### src/rtl/csr_pkg.sv
// rtl/csr_pkg.sv - shared CSR addresses, field positions and timer state type
package csr_pkg;

    localparam logic [13:0] CSR_TID   = 14'h40;
    localparam logic [13:0] CSR_TCFG  = 14'h41;
    localparam logic [13:0] CSR_TVAL  = 14'h42;
    localparam logic [13:0] CSR_TICLR = 14'h44;

    localparam int TCFG_EN         = 0;
    localparam int TCFG_PERIODIC   = 1;
    localparam int TCFG_INITVAL_LO = 2;
    localparam int TCFG_INITVAL_HI = 31;

    localparam int TICLR_CLR = 0;
    localparam int ESTAT_TI  = 11;

    typedef enum logic {
        TMR_IDLE = 1'b0,
        TMR_RUN  = 1'b1
    } timer_state_e;

endpackage

### src/rtl/csr_timer_if.sv
// rtl/csr_timer_if.sv - CSR write/read bus shared by the CSR file and the timer unit
interface csr_timer_if;
    logic        csr_wr_en;
    logic [13:0] csr_waddr;
    logic [31:0] csr_wdata;
    logic [13:0] csr_raddr;
    logic [31:0] csr_rdata;
    logic        csr_rhit;

    modport master (
        output csr_wr_en, csr_waddr, csr_wdata, csr_raddr,
        input  csr_rdata, csr_rhit
    );

    modport slave (
        input  csr_wr_en, csr_waddr, csr_wdata, csr_raddr,
        output csr_rdata, csr_rhit
    );
endinterface

### src/rtl/csr_timer_stable_counter.sv
// rtl/csr_timer_stable_counter.sv - free-running 64-bit stable counter
module stable_counter (
    input  logic        clk,
    input  logic        reset,
    output logic [63:0] cnt_o
);
    logic [63:0] cnt_q;
    logic [63:0] cnt_d;

    assign cnt_d = cnt_q + 64'd1;
    assign cnt_o = cnt_q;

    always_ff @(posedge clk) begin
        if (reset) begin
            cnt_q <= '0;
        end else begin
            cnt_q <= cnt_d;
        end
    end
endmodule

### src/rtl/csr_timer.sv
// rtl/csr_timer.sv - TID/TCFG/TVAL/TICLR timer CSRs, timer interrupt and stable counter
module csr_timer
    import csr_pkg::*;
#(
    parameter logic [31:0] CORE_ID = 32'h0,
    parameter int          TIMER_W = 32
) (
    input  logic            clk,
    input  logic            reset,
    csr_timer_if.slave      bus,
    output logic            timer_int,
    output logic [63:0]     cnt_value,
    output logic [31:0]     tid
);
    logic [31:0]        tid_q,   tid_d;
    logic [31:0]        tcfg_q,  tcfg_d;
    logic [TIMER_W-1:0] tval_q,  tval_d;
    timer_state_e       state_q, state_d;
    logic               ti_q,    ti_d;

    logic               wr_tid, wr_tcfg, wr_ticlr;
    logic               expire;
    logic [TIMER_W-1:0] wr_reload, cfg_reload;
    logic [31:0]        tval_rd;

    assign wr_tid   = bus.csr_wr_en && (bus.csr_waddr == CSR_TID);
    assign wr_tcfg  = bus.csr_wr_en && (bus.csr_waddr == CSR_TCFG);
    assign wr_ticlr = bus.csr_wr_en && (bus.csr_waddr == CSR_TICLR);

    assign expire     = (state_q == TMR_RUN) && (tval_q == '0);
    assign wr_reload  = {bus.csr_wdata[TIMER_W-1:TCFG_INITVAL_LO], 2'b00};
    assign cfg_reload = {tcfg_q[TIMER_W-1:TCFG_INITVAL_LO], 2'b00};

    always_comb begin
        tid_d   = tid_q;
        tcfg_d  = tcfg_q;
        tval_d  = tval_q;
        state_d = state_q;
        ti_d    = ti_q;

        if (wr_tid) begin
            tid_d = bus.csr_wdata;
        end

        // A TCFG write overrides the countdown, including a coincident expiry.
        if (wr_tcfg) begin
            tcfg_d  = bus.csr_wdata;
            tval_d  = wr_reload;
            state_d = bus.csr_wdata[TCFG_EN] ? TMR_RUN : TMR_IDLE;
        end else if (state_q == TMR_RUN) begin
            if (expire) begin
                if (tcfg_q[TCFG_PERIODIC]) begin
                    tval_d = cfg_reload;
                end else begin
                    tval_d  = '1;
                    state_d = TMR_IDLE;
                end
            end else begin
                tval_d = tval_q - TIMER_W'(1);
            end
        end

        // Setting wins over clearing so an expiry is never lost.
        if (expire) begin
            ti_d = 1'b1;
        end else if (wr_ticlr && bus.csr_wdata[TICLR_CLR]) begin
            ti_d = 1'b0;
        end
    end

    always_ff @(posedge clk) begin
        if (reset) begin
            tid_q   <= CORE_ID;
            tcfg_q  <= '0;
            tval_q  <= '0;
            state_q <= TMR_IDLE;
            ti_q    <= 1'b0;
        end else begin
            tid_q   <= tid_d;
            tcfg_q  <= tcfg_d;
            tval_q  <= tval_d;
            state_q <= state_d;
            ti_q    <= ti_d;
        end
    end

    always_comb begin
        tval_rd                = '0;
        tval_rd[TIMER_W-1:0]   = tval_q;
    end

    always_comb begin
        bus.csr_rhit  = 1'b0;
        bus.csr_rdata = '0;
        case (bus.csr_raddr)
            CSR_TID: begin
                bus.csr_rhit  = 1'b1;
                bus.csr_rdata = tid_q;
            end
            CSR_TCFG: begin
                bus.csr_rhit  = 1'b1;
                bus.csr_rdata = tcfg_q;
            end
            CSR_TVAL: begin
                bus.csr_rhit  = 1'b1;
                bus.csr_rdata = tval_rd;
            end
            CSR_TICLR: begin
                bus.csr_rhit  = 1'b1;
            end
            default: begin
            end
        endcase
    end

    assign timer_int = ti_q;
    assign tid       = tid_q;

    stable_counter u_stable_counter (
        .clk   (clk),
        .reset (reset),
        .cnt_o (cnt_value)
    );
endmodule
### src/flat_wrapper.sv
// flat-port wrapper written by rule: the top's interface ports become plain ports
module csr_timer_flat import csr_pkg::*;
#(
    parameter logic [31:0] CORE_ID = 32'h0,
    parameter int          TIMER_W = 32
)
  (clk, reset, timer_int, cnt_value, tid, bus_csr_wr_en, bus_csr_waddr, bus_csr_wdata, bus_csr_raddr, bus_csr_rdata, bus_csr_rhit);
  csr_timer_if bus_i ();
  input  logic clk;
  input  logic reset;
  output logic timer_int;
  output logic [63:0] cnt_value;
  output logic [31:0] tid;
  input wire logic [$bits(bus_i.csr_wr_en)-1:0] bus_csr_wr_en;
  input wire logic [$bits(bus_i.csr_waddr)-1:0] bus_csr_waddr;
  input wire logic [$bits(bus_i.csr_wdata)-1:0] bus_csr_wdata;
  input wire logic [$bits(bus_i.csr_raddr)-1:0] bus_csr_raddr;
  output wire logic [$bits(bus_i.csr_rdata)-1:0] bus_csr_rdata;
  output wire logic [$bits(bus_i.csr_rhit)-1:0] bus_csr_rhit;
  assign bus_i.csr_wr_en = bus_csr_wr_en;
  assign bus_i.csr_waddr = bus_csr_waddr;
  assign bus_i.csr_wdata = bus_csr_wdata;
  assign bus_i.csr_raddr = bus_csr_raddr;
  assign bus_csr_rdata = bus_i.csr_rdata;
  assign bus_csr_rhit = bus_i.csr_rhit;
  csr_timer #(.CORE_ID(CORE_ID), .TIMER_W(TIMER_W)) u_core (.clk(clk), .reset(reset), .bus(bus_i), .timer_int(timer_int), .cnt_value(cnt_value), .tid(tid));
endmodule
### config.mk
export PLATFORM = sky130hd
export DESIGN_NAME = csr_timer_flat
export DESIGN_NICKNAME = d
export VERILOG_FILES = /design/src/rtl/csr_pkg.sv /design/src/rtl/csr_timer_if.sv /design/src/rtl/csr_timer_stable_counter.sv /design/src/rtl/csr_timer.sv /design/src/flat_wrapper.sv
export SDC_FILE = /design/constraint.sdc
export NUM_CORES = 1
export LEC_CHECK = 0
export BUFFER_PORTS_ARGS = -buffer_cell sky130_fd_sc_hd__buf_4
export CORE_ASPECT_RATIO = 1.25
export CORE_MARGIN = 2
export CORE_UTILIZATION = 25
export CTS_CLUSTER_DIAMETER = 80
export DETAILED_ROUTE_END_ITERATION = 8
export PLACE_DENSITY = 0.54
export SLEW_MARGIN = 20
export SYNTH_ARGS = -nofsm -noshare
export SYNTH_HDL_FRONTEND = slang
export SYNTH_SLANG_ARGS = --single-unit
### constraint.sdc
create_clock -name clk -period 2.17 [get_ports clk]
set_input_delay 0.3255 -clock clk [delete_from_list [all_inputs] [get_ports clk]]
set_output_delay 0.3255 -clock clk [all_outputs]
set_load 0.005 [all_outputs]
==> flow_metrics.env <==
export IMPL_clkTransAtPathRegs_ns=0.07
export IMPL_rsz0062_at_grt="true"
export IMPL_status="finished, final reports clean"
export IMPL_crit_buf_inv=2
export IMPL_firstDrtPassIters=5
export IMPL_final_cell_mix="302 x buf_4, 180 x nand2_1, 160 x dfxtp_1, 106 x a21oi_1, 49 x nor2_1"
export IMPL_max_cap_violations=0
export IMPL_hold_viol=0
export IMPL_synth_distinct_cells=55
export IMPL_sw_frac_of_total_pct=24.46
export IMPL_grt_usage_pct=17.02
export IMPL_die_h_um=207.0
export IMPL_coreArea_mm2=0.03259
export IMPL_die_x_um=166.4
export IMPL_worstSetupStartpoint="u_core.tval_q[27]"
export IMPL_grt_start_max_net_pins=68
export IMPL_setup_viol=0
export IMPL_drive_gt1_share_pct=33.38
export IMPL_initial_utilization_pct=25.30
export IMPL_hp_start="bus_csr_wdata[14]"
export IMPL_synth_largest_area_cell="dfxtp_1"
export IMPL_critPathKind="register to register"
export IMPL_cp_start_kind="register"
export IMPL_cp_common_cell="buf_6"
export IMPL_routed_via_density=5.019
export IMPL_slew_headroom_pct=63.67
export IMPL_diodes=0
export IMPL_postLayoutSetupSlackWorst_ns=0.007107
export IMPL_cp_arrival_ns=2.54
export IMPL_cp_max_fo=4
export IMPL_pwr_share_comb_pct=4.0
export IMPL_wirelength_um=30460
export IMPL_r2r_end="u_core.tval_q[1]"
export IMPL_grt_first_pass_wirelength_um=47200
export IMPL_synth_top_area_share_pct=39.33
export IMPL_final_core_util_pct=37.27
export IMPL_power_density_mw_per_mm2=529.8
export IMPL_yosysSeqAreaShare_pct=39.33
export IMPL_yosysWarnings=0
export IMPL_ys_flop_type="dfxtp_1"
export IMPL_tightestPinTransition_ns=0.5449
export IMPL_insertion_delay_ns=0.45
export IMPL_ant_nets=0
export IMPL_dp_hpwl_um=22170
export IMPL_path_cells="or4_4, or3_4, nor4_4, buf_6, buf_6, o211ai_1, a211oi_1"
export IMPL_antenna_found_initial=0
export IMPL_syn_area_mm2=0.008245
export IMPL_p_int_mw=4.862
export IMPL_routabilityCongestion=0.8630
export IMPL_drt_iter0_markers=464
export IMPL_cts_made_buffers=17
export IMPL_crit_slowest_cell="or4_4"
export IMPL_io_pins=193
export IMPL_fmax_mhz=462.3
export IMPL_final_nets=1400
export IMPL_vias=8864
export IMPL_overflow=0
export IMPL_cts_buffer_depth=2
export IMPL_sequentialPowerShare_pct=46.3
export IMPL_min_period_ns=2.163
export IMPL_ys_ff_latch=162
export IMPL_power_total_mw=6.436
export IMPL_required_ns=2.54
export IMPL_worst_path_stages=7
export IMPL_ctsHtreeMaxLevel=4
export IMPL_synthCells=1060
export IMPL_max_stage_delay_ns=0.53
export IMPL_pre_cts_ws_ns=-0.2866
export IMPL_pwr_share_clk_pct=49.7
export IMPL_avgSynthCellArea_um2=7.779
export IMPL_area_growth_pct=47.31
export IMPL_p_leak_nw=4.656
export IMPL_cts_tree="built"
export IMPL_cts_root_buf="clkbuf_16"
export IMPL_grt_pass1_vias=8645
export IMPL_ff2ff_path_depth=7
export IMPL_irDropWorstVdd_mv=0.3898
export IMPL_critical_path_top_delay_family="simple AND/OR/NAND/NOR gates"
export IMPL_fin_skew_ns=0.01312
export IMPL_r2r_slack_ns=0.007
export IMPL_clock_sinks=162
export IMPL_num_rows=74
export IMPL_syn_nets=1125
export IMPL_port_buffers=192
export IMPL_reg2reg_from="u_core.tval_q[27]"
export IMPL_final_max_slew_viol_count=0
export IMPL_hold_path_class="input pin to register"
export IMPL_async_flop_share_pct=0
export IMPL_post_route_period_util_pct=99.67
export IMPL_crit_path_end_kind="register"
export IMPL_wl_per_cell_um=17.25
export IMPL_crit_end="u_core.tval_q[1]"
export IMPL_synth_edff_count=0
export IMPL_synthTopCellsByArea="dfxtp_1 39%, nand2_1 9.1%, a21oi_1 6.5%, mux2i_1 4.1%, o21ai_0 4.1%"
export IMPL_drc=0
export IMPL_fillCellCount=3408
export IMPL_tns_ns=0
export IMPL_dieArea_mm2=0.03446
export IMPL_final_common_cell="buf_4"
export IMPL_power_switching_mw=1.574
## worst min-delay path: cells and delay by family
family                 cells  cell delay [ns]
buffers and inverters      1             0.11
and+or+nand+nor            1             0.05
AOI/OAI and AO/OA          1             0.05
## routing by layer
layer,wire length (um),track usage [%]
met5,0,0
met4,413,4.637
met3,1570,4.356
met2,15830,31.03
met1,12640,19.59
## worst min-delay path by stage
stage,cells after the start,to,slack (ns)
4_1_cts,3,u_core.tcfg_q[16],0.11
3_3_place_gp,2,u_core.tcfg_q[0],0.44
2_1_floorplan,2,u_core.tcfg_q[0],0.44
3_5_place_dp,2,u_core.tcfg_q[0],0.46
5_1_grt,3,u_core.tid[11],0.12
6_report,3,u_core.tid[14],0.13
## sequential cells by signal, indices dropped and copies added (netlist names)
signal                         count
u_core.tval_q                     32
u_core.u_stable_counter.cnt_o     64
u_core.tcfg_q                     32
u_core.timer_int                   1
u_core.state_q                     1
u_core.tid                        32
## kinds of logic (layout without fill, tap and decap cells)
family | Yosys count | count (layout) | share of synthesized area, %
AND/OR/NAND/NOR | 452 | 452 | 27.28
adder cells (fa/ha/maj) | 3 | 3 | 0.4248
AO/OA/AOI/OAI | 277 | 277 | 19.80
XOR/XNOR | 40 | 40 | 4.249
buffers and inverters | 88 | 376 | 4.234
flip-flops | 162 | 162 | 39.33
multiplexers | 38 | 38 | 4.674
## through the flow
step | instances | cell area, um^2 | hold slack (ns)
4_1_cts | 1761 | 11770 | 0.1086
3_3_place_gp | 1727 | 11060 | 0.4440
5_1_grt | 1766 | 12150 | 0.1225
2_1_floorplan | 1060 | 8297 | 0.4366
6_report | 1766 | 12150 | 0.1289
3_5_place_dp | 1727 | 11060 | 0.4551
## final cells by class
cell class,count,area (um^2),area share (%)
Clock buffer,18,439.2,3.616
Sequential cell,162,3246,26.72
Clock inverter,14,167.7,1.380
Tap cell,418,523.0,4.306
Inverter,15,56.30,0.4635
Multi-Input combinational cell,810,5047,41.55
Timing Repair Buffer,329,2668,21.96
## cells in the mapped netlist, drive strengths merged, types with 18 or more instances
cell / count
a21oi: 107
o22ai: 18
nor3: 29
o21ai: 70
nand2: 199
nor2: 51
or4: 24
xnor2: 24
mux2i: 34
dfxtp: 162
o31ai: 19
nor4: 22
or3: 24
nand3: 28
nand4: 29
a22oi: 25
clkbuf: 65
## power groups by stage
stage / clock, mW / sequential, mW / combinational (mW)
2_1_floorplan: 0 / 3.05 / 0.0872
3_3_place_gp: 0 / 3.05 / 0.246
3_5_place_dp: 0 / 3.05 / 0.247
4_1_cts: 3.28 / 2.98 / 0.250
5_1_grt: 3.40 / 2.98 / 0.273
6_report: 3.20 / 2.98 / 0.255
## timing repair
item	CTS	global route
endpoints found under the setup margin	38	88
gates resized for setup	32	105
pin swaps	2	13
hold buffers	0	0
cloned	1	1
setup buffers	1	8
Note: power is estimated with default switching activity, not from simulation.
